===== config.mk =====
export PLATFORM = sky130hd
export DESIGN_NAME = imem_port_arbiter
export DESIGN_NICKNAME = d
export VERILOG_FILES = /design/src/rtl/imem_port_arbiter.sv
export SDC_FILE = /design/constraint.sdc
export NUM_CORES = 1
export LEC_CHECK = 0
export CORE_MARGIN = 2
export CORE_UTILIZATION = 56
export CTS_CLUSTER_DIAMETER = 40
export DETAILED_ROUTE_END_ITERATION = 16
export DONT_BUFFER_PORTS = 1
export GPL_ROUTABILITY_DRIVEN = 1
export PLACE_DENSITY = 0.74
export SETUP_SLACK_MARGIN = 0.15
export SLEW_MARGIN = 20
export SYNTH_ARGS = -nofsm -noshare
export SYNTH_HDL_FRONTEND = slang
export SYNTH_SLANG_ARGS = --single-unit

===== constraint.sdc =====
create_clock -name clk -period 1.3 [get_ports clk]
set_input_delay 0.26 -clock clk [delete_from_list [all_inputs] [get_ports clk]]
set_output_delay 0.26 -clock clk [all_outputs]
set_load 0.02 [all_outputs]

===== src/rtl/imem_port_arbiter.sv =====
// imem_port_arbiter
// Shares instruction-memory port 2 between the CPU core (pc+1 fetch and PST
// writes) and an external program loader stream. The loader gets bounded
// bursts. The CPU is stalled while it lacks the port, and one refetch cycle
// re-issues the CPU fetch address before the CPU resumes.

module imem_port_arbiter #(
    parameter int ADDR_W    = 16,
    parameter int DATA_W    = 16,
    parameter int MAX_BURST = 8,
    localparam int BCNT_W   = $clog2(MAX_BURST + 1)
) (
    input  logic              clk,
    input  logic              reset,
    input  logic [ADDR_W-1:0] cpu_addr,
    input  logic [DATA_W-1:0] cpu_wdata,
    input  logic              cpu_wen,
    input  logic              cpu_halted,
    output logic              cpu_stall,
    input  logic              ld_valid,
    output logic              ld_ready,
    input  logic [ADDR_W-1:0] ld_addr,
    input  logic [DATA_W-1:0] ld_data,
    input  logic              ld_last,
    output logic [ADDR_W-1:0] mem_addr,
    output logic [DATA_W-1:0] mem_wdata,
    output logic              mem_wen,
    output logic [BCNT_W-1:0] beat_cnt
);

    typedef enum logic [1:0] {
        CPU_OWN = 2'd0,
        LD_OWN  = 2'd1,
        REFETCH = 2'd2
    } state_t;

    // beat_cnt saturates here while the CPU is halted.
    localparam logic [BCNT_W-1:0] MAX_CNT   = BCNT_W'(MAX_BURST);
    // The accept that hits this count is the last one of a bounded grant.
    localparam logic [BCNT_W-1:0] LIMIT_CNT = BCNT_W'(MAX_BURST - 1);

    state_t            r_state;
    logic [BCNT_W-1:0] r_beat_cnt;

    logic w_accept;
    logic w_limit;
    logic w_release;

    // In LD_OWN ld_ready is always 1, so every valid beat is an accept.
    assign w_accept  = (r_state == LD_OWN) && ld_valid;
    // A bounded grant ends on the accept that brings the count to MAX_BURST.
    assign w_limit   = (r_beat_cnt >= LIMIT_CNT) && !cpu_halted;
    // Leave LD_OWN on a bubble, on the last beat, or at the burst limit.
    // All three cases lead to a single REFETCH.
    assign w_release = !ld_valid || (w_accept && (ld_last || w_limit));

    // Ownership state and the per-grant beat counter.
    // NOTE: sequential state uses non-blocking assignments only, so every flop
    // samples the pre-edge values and the block order does not matter.
    always_ff @(posedge clk) begin
        if (reset) begin
            r_state    <= CPU_OWN;
            r_beat_cnt <= '0;
        end else begin
            case (r_state)
                CPU_OWN: begin
                    // A CPU write in this same cycle still goes to memory;
                    // ownership changes only at the next edge.
                    if (ld_valid) begin
                        r_state <= LD_OWN;
                    end
                end
                LD_OWN: begin
                    if (w_accept && (r_beat_cnt != MAX_CNT)) begin
                        r_beat_cnt <= r_beat_cnt + BCNT_W'(1);
                    end
                    if (w_release) begin
                        r_state <= REFETCH;
                    end
                end
                REFETCH: begin
                    r_beat_cnt <= '0;
                    r_state    <= CPU_OWN;
                end
                default: begin
                    r_state    <= CPU_OWN;
                    r_beat_cnt <= '0;
                end
            endcase
        end
    end

    // Port-2 mux and handshake decode from the registered owner, gated by reset.
    // NOTE: every output gets a default at the top of always_comb, so no path
    // can leave a value unassigned and infer a latch.
    always_comb begin
        mem_addr  = cpu_addr;
        mem_wdata = cpu_wdata;
        mem_wen   = 1'b0;
        ld_ready  = 1'b0;
        cpu_stall = 1'b1;
        case (r_state)
            CPU_OWN: begin
                mem_wen   = cpu_wen;
                cpu_stall = 1'b0;
            end
            LD_OWN: begin
                mem_addr  = ld_addr;
                mem_wdata = ld_data;
                mem_wen   = ld_valid;
                ld_ready  = 1'b1;
            end
            REFETCH: begin
                // The sync-read RAM sees the CPU fetch address again, so the
                // pc+1 word is ready when the CPU resumes.
                mem_addr = cpu_addr;
            end
            default: begin
                mem_addr = cpu_addr;
            end
        endcase
        // While reset is high, nothing is written or accepted and the CPU holds.
        if (reset) begin
            mem_wen   = 1'b0;
            ld_ready  = 1'b0;
            cpu_stall = 1'b1;
        end
    end

    assign beat_cnt = r_beat_cnt;

endmodule


==> impl_metrics.py <==
metrics = {
    "run_status": {
        "status": "complete, but fails checks",
        "failed_checks": "negative setup slack",
    },
    "finish": {
        "final_cells": 101,
        "final_layout_size_suffix_gt1_share_pct": 74.12,
        "syn2layout_area_growth_pct": 19.54,
        "antenna-diode-count": 0,
        "nets": 158,
        "nFillCells": 111,
    },
    "timing": {
        "rsz0062_at_grt": "true",
        "whs_ps": 70.25,
        "fin_ws_ps": -225.5,
        "hold_violations": 0,
        "period_share_pct": 117.3,
        "report.final.slew_viol_count": 0,
        "fmax_ghz": 0.6555,
        "max_slew_margin_pct": 75.17,
        "fin_crit_ps": 1525,
        "setup_viol": 35,
        "tightest_slew_ps": 372.0,
        "clock_skew_ps": 6.439,
    },
    "clock_network": {
        "clockBufferDepth": 2,
        "cts-hold-fix-buffers": 0,
        "clk_pin_slew_worst_paths_ps": 50,
        "cts_made_buffers": 3,
        "cts_root_buf": "clkbuf_4",
        "h-tree-depth": 1,
        "clock-sinks": 6,
        "clock_latency_ps": 250,
        "tritoncts": "yes",
    },
    "synthesis": {
        "synth-seq-cells": 6,
        "async_reset_ff_share_pct": 0,
        "avgSynthCellArea_sq_um": 11.39,
        "yosysSeqAreaShare_pct": 13.69,
        "synth.area.top_cells": "mux2_4 (51%), dfxtp_1 (14%), buf_12 (6.8%), a21oi_1 (2.9%), ha_1 (2.9%)",
        "ys_types": 25,
        "synth-edff-count": 0,
        "yosys.area.top_type": "mux2_4",
        "syn_area_sq_um": 877.1,
        "syn-num-nets": 149,
        "yosys_warnings": 0,
        "synth_cells": 77,
        "post-synth-top-count-cell": "mux2_4",
        "yosys.area.top_type_share_pct": 51.36,
        "synth_common_cells": "mux2_4 (30), dfxtp_1 (6), a21oi_1 (5)",
        "synth_flop_cell": "dfxtp_1",
    },
    "global_route": {
        "grt_usage_pct": 20.65,
        "antenna_found_initial": 0,
        "grt_max_degree": 13,
        "grt_first_pass_wirelength_microns": 2925,
        "grt_pass1_vias": 619,
        "grt_overflow": 0,
    },
    "drt": {
        "routed_wl_microns": 2292,
        "antenna_left": 0,
        "drc_errors": 0,
        "via_count": 663,
        "drt-pass1-iter-count": 4,
        "avgViaCountPerCell": 6.564,
        "drtIter0Drc": 9,
        "wl_per_cell_microns": 22.69,
    },
    "worst_setup_path": {
        "cp_data_required_time_ps": 1040,
        "timing.rr.end": "beat_cnt[3]",
        "rrSetupSlack_ps": 160,
        "crit_fanout": 12,
        "start_kind": "flop",
        "crit_path_end_kind": "primary output",
        "worstSetupPathType": "flop to primary output",
        "crit_arrival_ps": 1270,
        "r2r_cells": 4,
        "r2r-start": "r_state[0]",
    },
    "place": {
        "pre_cts_ws_ps": -0.09714,
        "io_buffers": 0,
        "gp_congestion": 0.6888,
        "dp_hpwl_microns": 1836,
        "dpl.cell_count": 93,
    },
    "floorplanning": {
        "design.die.area_sq_um": 1899,
        "die_y_microns": 43.58,
        "coreArea_sq_um": 1489,
        "ios": 109,
        "initial_core_util_pct": 58.91,
        "fp.dieW_microns": 43.58,
        "num_rows": 14,
    },
    "power": {
        "vdd_drop_max_uv": 685.3,
        "p_per_area_nw_per_um2": 763.5,
        "p_leak_nw": 0.5031,
    },
    "hold_path": {
        "min_to": "r_state[0]",
        "min_delay_path_depth": 1,
        "hold_class": "input pin to flop",
        "hp-start": "reset",
    },
    "run": {
        "maxCapViolations": 0,
    },
}
## state kept, by name, indices dropped and copies added (netlist names)
| register | count |
|---|---|
| beat_cnt | 4 |
| r_state | 2 |
## report_power, final
group          internal, mW  leakage (nW)  switching, mW  total, mW
clock                 0.117        0.0150         0.0786      0.196
sequential            0.186        0.0519         0.0101      0.196
combinational         0.192         0.436          0.217      0.409
## logic make-up (layout without fill, tap and decap cells)
family | count (synthesis) | after routing | share of synthesized area [%]
DFF | 6 | 6 | 13.70
and+or+nand+nor | 17 | 17 | 11.56
adders and majority gates | 2 | 2 | 2.853
muxes | 32 | 32 | 53.92
AOI/OAI and AO/OA | 12 | 12 | 8.131
buffers and inverters | 8 | 16 | 9.843
## critical path, cell delays in order (launching register included)
cell and delay, ps:
dfxtp_2 320, nand2b_4 180, buf_12 170, mux2_4 350
## area by class of cell
cell class / count / area, sq um / share of cell area [%]
clock buffer: 4 / 26.28 / 2.506
timing repair buffer: 9 / 105.1 / 10.02
tap: 16 / 20.02 / 1.909
sequential: 6 / 133.9 / 12.77
inverter: 3 / 16.27 / 1.551
multi-input combinational: 63 / 747.0 / 71.24
## stage by stage
| step | setup TNS, ps | cell area [sq um] | util (%) | power (mW) |
|---|---|---|---|---|
| 3_5_place_dp | -0.1177 | 930.9 | 62.52 | 0.5877 |
| 3_3_place_gp | 0 | 930.9 | 62.52 | 0.5802 |
| 2_1_floorplan | 0 | 920.9 | - | 0.5644 |
| 5_1_grt | -8258 | 1049 | 70.42 | 0.8293 |
| 6_report | -6986 | 1049 | 70.42 | 0.8005 |
| 4_1_cts | -7281 | 1028 | 69.08 | 0.8063 |
## layout by cell type, fill, tap and decap left out, types with 2 or more instances in the layout
master / netlist / layout
dfxtp_4: 0 / 3
inv_4: 0 / 2
nand3_1: 4 / 4
clkbuf_4: 0 / 3
o21ai_1: 0 / 2
dfxtp_2: 0 / 2
a21oi_1: 5 / 3
ha_4: 0 / 2
buf_4: 0 / 6
buf_12: 3 / 3
mux2_4: 30 / 32
## what timing repair did
| item | in CTS | in global routing |
|---|---|---|
| cloned | 0 | 0 |
| resized for setup | 16 | 5 |
| pin swaps | 6 | 7 |
| buffers inserted | 4 | 0 |
| setup endpoints to repair | 40 | 41 |
## worst max path at each step
stage                     startpoint       endpoint  slack, ps  cells past startpoint
after floorplan           r_state[1]    mem_addr[0]         10                      4
after global placement    r_state[0]  mem_wdata[13]         30                      3
after detailed placement  r_state[0]    mem_addr[0]       -0.1                      3
after CTS                 r_state[1]    mem_addr[0]       -240                      3
after global routing      r_state[1]    mem_addr[0]       -260                      3
final                     r_state[1]    mem_addr[0]       -230                      3
## metal layers
layer | track usage [%] | wire [microns] | part of all wire, %
met1 | 22.70 | 763 | 33
met2 | 35.88 | 1233 | 54
met3 | 7.917 | 280 | 12
met4 | 7.273 | 14 | 0.61
met5 | 0 | 0 | 0
No activity file was read; power rests on OpenSTA's default activity.
==> RTL edit 1: new RTL, same flow settings <==
The parameter `ADDR_W` goes from 16 to 15.
--- a/src/rtl/imem_port_arbiter.sv
+++ b/src/rtl/imem_port_arbiter.sv
@@ -6,5 +6,5 @@
 
 module imem_port_arbiter #(
-    parameter int ADDR_W    = 16,
+    parameter int ADDR_W    = 15,
     parameter int DATA_W    = 16,
     parameter int MAX_BURST = 8,
Interface: changed (resized cpu_addr, ld_addr and mem_addr); port bits go from 109 to 106. The function was not compared with the original's and may differ.
==> RTL edit 1 against the unedited design <==
The run still ends with negative setup slack left; register-to-register slack worse by 0.05 ns; power is 1.8% lower; area after synthesis is 20% lower; cell area is 3.2% lower; synthesized cell count is 2.6% lower; wire length is 10% higher; core utilization is 19 points higher; first-iteration DRC count is 78% higher; worst setup slack worse by 0.019 ns; sequential cell count stayed put; critical path depth stayed put; critical path type unchanged; critical endpoint is now mem_addr[1]; largest power group unchanged.
==> RTL edit 1: results (changes against the unedited design) <==
Status
  • Outcome: finished, violations left
  • Violated checks: negative setup slack

Finish
  • Largest register FFs: 4 (unchanged)
  • Layout cells sized above 1: 71.1% (-3.0 points)

Power and ir drop
  • Lkg Pwr: 0.000488 uW (-2.9%)
  • Pint: 487 uW (-1.7%)
  • Peak supply drop: 0.794 mV (+16%)

STA
  • Worst Slack Setup Final: -0.244 ns (-0.0189 ns)
  • Final Setup Violations: 34 (-2.9%)
  • Worst slew pin tran: 0.218 ns (-0.154 ns)
  • Setup TNS: -7.60 ns (-0.611 ns)
  • Final clock skew: 0.0123 ns (+0.00589 ns)

Worst hold path
  • Worst Hold Class: input port to flop
  • Worst min-delay path startpoint: reset
  • Hold Crit Depth: 1 (unchanged)

Setup path
  • CP Max Fanout: 11 (-1)
  • R2R Path End: beat_cnt[1]
  • RR Startpoint: beat_cnt[0]
  • Worst-case reg-to-reg path depth: 5 (+1)
  • R2R Setup Slk: 0.11 ns (-0.05 ns)

Synthesis
  • Synth Area in Compound Gates: 10.2% (+2.0 points)
  • Unique masters post-synth: 21 (-16%)
  • Top cells by area, synth: mux2_2 (50%), dfxtp_1 (17%), a21oi_1 (3.6%)
  • Top cells by count, synth: mux2_2 (31), dfxtp_1 (6), a21oi_1 (5)
  • Mux contribution to synthesized area: 49.8% (-4.1 points)
  • Adder-cell share of the synthesized area: 3.57% (+0.72 points)
  • Register area share after synthesis: 17.1% (+3.4 points)
  • Syn nets: 145 (-2.7%)

Clock tree
  • Max Root-Sink Buffers: 2 (unchanged)
  • Clk_lat worst skew: 0.25 ns (about the same)

Global route
  • Initial antenna violation count: 0 (unchanged)
  • Largest net degree at the start of global routing: 12 (-1)
  • Tot GR Track Use: 30.0% (+9.4 points)
  • First-pass GRT wire length: 3.07 mm (+5.0%)
  • Vias in the first global route: 630 (+1.8%)

Detailed routing
  • DR iter-0 viols: 16 (+7)
  • Avg Vias per Cell: 6.98 (+6.3%)
  • Drt wl/cell: 26.1 um (+15%)
  • DRT Pass-1 Iters: 4 (unchanged)

Placed design
  • RePlAce Congestion: 0.766 (+11%)
  • Placed inst area: 876 um^2 (-5.9%)
  • HPWL reported at the end of detailed placement: 1.77 mm (-3.6%)
## RTL edit 1: cell count changes after synthesis
cell     before  now
or3_2         1    0
or3_1         1    2
mux2_2        2   31
and2_2        1    0
and2_1        0    1
mux2_4       30    0
buf_4         0    3
buf_6         1    0
buf_12        3    0
and3b_1       1    2
and3b_2       1    0
## RTL edit 1: critical path: cells and delay by family, from the launching register on
family | cells | cell delay (ns)
flip-flops | 1 | 0.34
buffers and inverters | 1 | 0.17
AND/OR/NAND/NOR | 1 | 0.19
multiplexers | 1 | 0.35
## RTL edit 1: logic make-up (layout without fill, tap and decap cells)
logic type                 after synthesis  after routing
buffers and inverters                    7             15
AOI/OAI and AO/OA                       12             12
adders and majority gates                2              2
DFF                                      6              6
and+or+nand+nor                         17             17
muxes                                   31             31
## RTL edit 1: how the worst max path moves through the flow
stage	end	cells after the start	slack, ns
3_3_place_gp	mem_addr[14]	3	0.04
4_1_cts	mem_addr[14]	3	-0.24
2_1_floorplan	mem_addr[0]	3	0.08
5_1_grt	mem_addr[14]	3	-0.28
3_5_place_dp	mem_addr[14]	3	0.02
6_report	mem_addr[1]	3	-0.24
## RTL edit 1: metrics by stage
step                power, uW  utilization [%]  setup slack [ns]  hold WS, ns  instances
global route              811             88.9            -0.277       0.0791         97
finish                    786             88.9            -0.244       0.0799         97
global placement          552             76.8            0.0444        0.327         90
detailed placement        558             76.8            0.0168        0.332         90
CTS                       772             85.7            -0.238       0.0777         95
floorplan                 536                -            0.0811        0.325         75
## RTL edit 1: metal layers
| layer | GRT usage (%) | up-vias | share of wire, % |
|---|---|---|---|
| met3 | 9.66 | 2 | 11 |
| met4 | 6.90 | 0 | 0.20 |
| met5 | 0 | - | 0 |
| met2 | 56.3 | 50 | 56 |
| li1 | - | 295 | - |
| met1 | 32.0 | 330 | 33 |
## RTL edit 1: area by class of cell
type | count | area [um^2]
clock buffers | 4 | 26.3
fillers | 56 | 126
inverters | 3 | 16.3
multi-input cells | 62 | 722
flip-flops and latches | 6 | 133
well taps | 14 | 17.5
repair buffers | 8 | 100
## RTL edit 1: repair_timing
action                     4_1_cts  5_1_grt
pin swaps                        2        3
setup buffers                    0        2
resized for setup               17        6
hold endpoints to repair         0        0
setup endpoints to repair       39       40
hold buffers                     0        0
gates cloned                     1        0
## RTL edit 1: power groups by stage
| stage | registers, uW | logic (uW) | clock network [uW] |
|---|---|---|---|
| after floorplan | 201 | 335 | 0 |
| after global placement | 201 | 352 | 0 |
| after detailed placement | 200 | 358 | 0 |
| after CTS | 195 | 384 | 193 |
| after global routing | 198 | 407 | 206 |
| final | 198 | 395 | 193 |
==> RTL edit 2: new RTL, same flow settings <==
Without the edit above. Register the output `beat_cnt` once more, cleared by the reset; this adds one clock of latency there. The other outputs are not delayed to match.
--- a/src/rtl/imem_port_arbiter.sv
+++ b/src/rtl/imem_port_arbiter.sv
@@ -128,5 +128,11 @@
     end
 
-    assign beat_cnt = r_beat_cnt;
+    always_ff @(posedge clk) begin
+        if (reset) begin
+            beat_cnt <= '0;
+        end else begin
+            beat_cnt <= r_beat_cnt;
+        end
+    end
 
 endmodule
Check against the original RTL: not equivalent (Yosys sat finds a counterexample within 4 cycles, from zero or initial values and one cycle with reset high).
==> RTL edit 2 against the unedited design <==
The run still ends with negative setup slack left; wire length up 12%; via count is 8.7% higher; power grew 27%; maximum frequency fell by 2.1%; clock power grew 45%; sequential share of layout area grew 5.3 points; area after synthesis is 11% higher; final cell count grew 8.9%; sequential cell count grew 4; worst setup slack worse by 0.032 ns; cell area increased by 12%; largest cell class unchanged.
==> RTL edit 2: results (changes against the unedited design) <==
Status
  • Outcome: finished, violations left
  • Violated checks: negative setup slack

Clock tree
  • Clk_lat worst skew: 0.27 ns (+0.02 ns)
  • Reg clk slew, reported paths: 0.07 ns (+0.02 ns)
  • CTS root buf: clkbuf_4

Placed design
  • RePlAce Congestion: 0.806 (+17%)
  • HPWL reported at the end of detailed placement: 1.92 mm (+4.5%)
  • Placed inst area: 995 um^2 (+6.9%)

Finish
  • Layout cells sized above 1: 71.0% (-3.1 points)
  • Filler cells: 132 (+19%)
  • Nets: 166 (+5.1%)

Detailed routing
  • Vias: 721 (+8.7%)
  • Met3 Wirelength: 464 um (+66%)
  • M1 WL: 808 um (+5.9%)
  • DR iter-0 viols: 11 (+2)
  • DRT Wirelength: 2.58 mm (+12%)
  • Routed met2 length: 1.29 mm (+4.5%)

Power and ir drop
  • Pint: 673 uW (+36%)
  • Lkg Pwr: 0.000550 uW (+9.4%)
  • Peak supply drop: 0.630 mV (-8.0%)

Synthesis
  • Top cells by count, synth: mux2_4 (30), dfxtp_1 (10), a21oi_1 (5)
  • Synth Area in Compound Gates: 7.30% (-0.83 points)
  • Mux contribution to synthesized area: 48.4% (-5.5 points)
  • Register area share after synthesis: 20.5% (+6.8 points)
  • Yosys warns: 0 (unchanged)
  • Top cells by area, synth: mux2_4 (46%), dfxtp_1 (20%), buf_12 (6.1%)
  • Unique masters post-synth: 26 (+4.0%)
  • Syn nets: 157 (+5.4%)
  • Adder-cell share of the synthesized area: 2.56% (-0.29 points)

Global route
  • Tot GR Track Use: 21.7% (+1.0 points)
  • First-pass GRT wire length: 3.09 mm (+5.7%)
  • Vias in the first global route: 701 (+13%)
  • Grt met1 use: 23.6% (+0.85 points)
  • Met3 Use GR: 17.9% (+9.9 points)
  • Global routing usage on met2: 32.4% (-3.5 points)

Setup path
  • CP Max Fanout: 14 (+2)
  • CP arrival: 1.30 ns (+0.03 ns)

Floorplan
  • Effective utilization at floorplan: 57.9% (-1.1 points)

STA
  • Worst Slack Setup Final: -0.258 ns (-0.0323 ns)
  • Slew HR: 81.5% (+6.3 points)
  • Final Setup Violations: 35 (unchanged)
  • Final clock skew: 0.000952 ns (-0.00549 ns)
## RTL edit 2: changes by cell type in the layout (fill, tap and decap cells not counted), sizes merged
cell / before / now
dfxtp: 6 / 10
nor2b: 0 / 2
nor2: 2 / 4
## RTL edit 2: final timing paths
check | startpoint | cells after the start | to
max | r_state[1] | 3 | mem_wdata[12]
min | reset | 1 | r_state[0]
max reg2reg | r_state[0] | 4 | r_beat_cnt[3]
min reg2reg | r_beat_cnt[1] | 2 | beat_cnt[1]
## RTL edit 2: final cells by class
type                    instances  share of cell area [%]
multi-input cells              67                    66.5
flip-flops and latches         10                    18.1
repair buffers                  9                    9.19
clock buffers                   4                    3.10
well taps                      17                    1.82
inverters                       3                    1.39
## RTL edit 2: through the flow
| step | setup slack, ns | setup TNS, ns | cells | hold slack, ns | utilization (%) |
|---|---|---|---|---|---|
| final | -0.258 | -8.04 | 110 | 0.0456 | 69.3 |
| after global routing | -0.303 | -9.67 | 110 | 0.0311 | 69.3 |
| after CTS | -0.270 | -8.44 | 107 | 0.0395 | 64.8 |
| after detailed placement | -0.0370 | -0.0732 | 101 | 0.330 | 58.9 |
| after global placement | -0.0141 | -0.0279 | 101 | 0.329 | 58.9 |
| after floorplan | 0.0117 | 0 | 85 | 0.325 | - |
## RTL edit 2: what timing repair did
| item | CTS | global route |
|---|---|---|
| endpoints found under the setup margin | 39 | 41 |
| hold buffers | 0 | 0 |
| gates cloned | 1 | 0 |
| resized for setup | 11 | 17 |
| setup buffers | 1 | 3 |
| pin swaps | 3 | 9 |
## RTL edit 2: power by group through the flow
stage                     logic [uW]  registers [uW]  clock network (uW)
after floorplan                  364             327                   0
after global placement           374             326                   0
after detailed placement         377             326                   0
after CTS                        406             320                 290
after global routing             434             319                 311
final                            414             318                 284
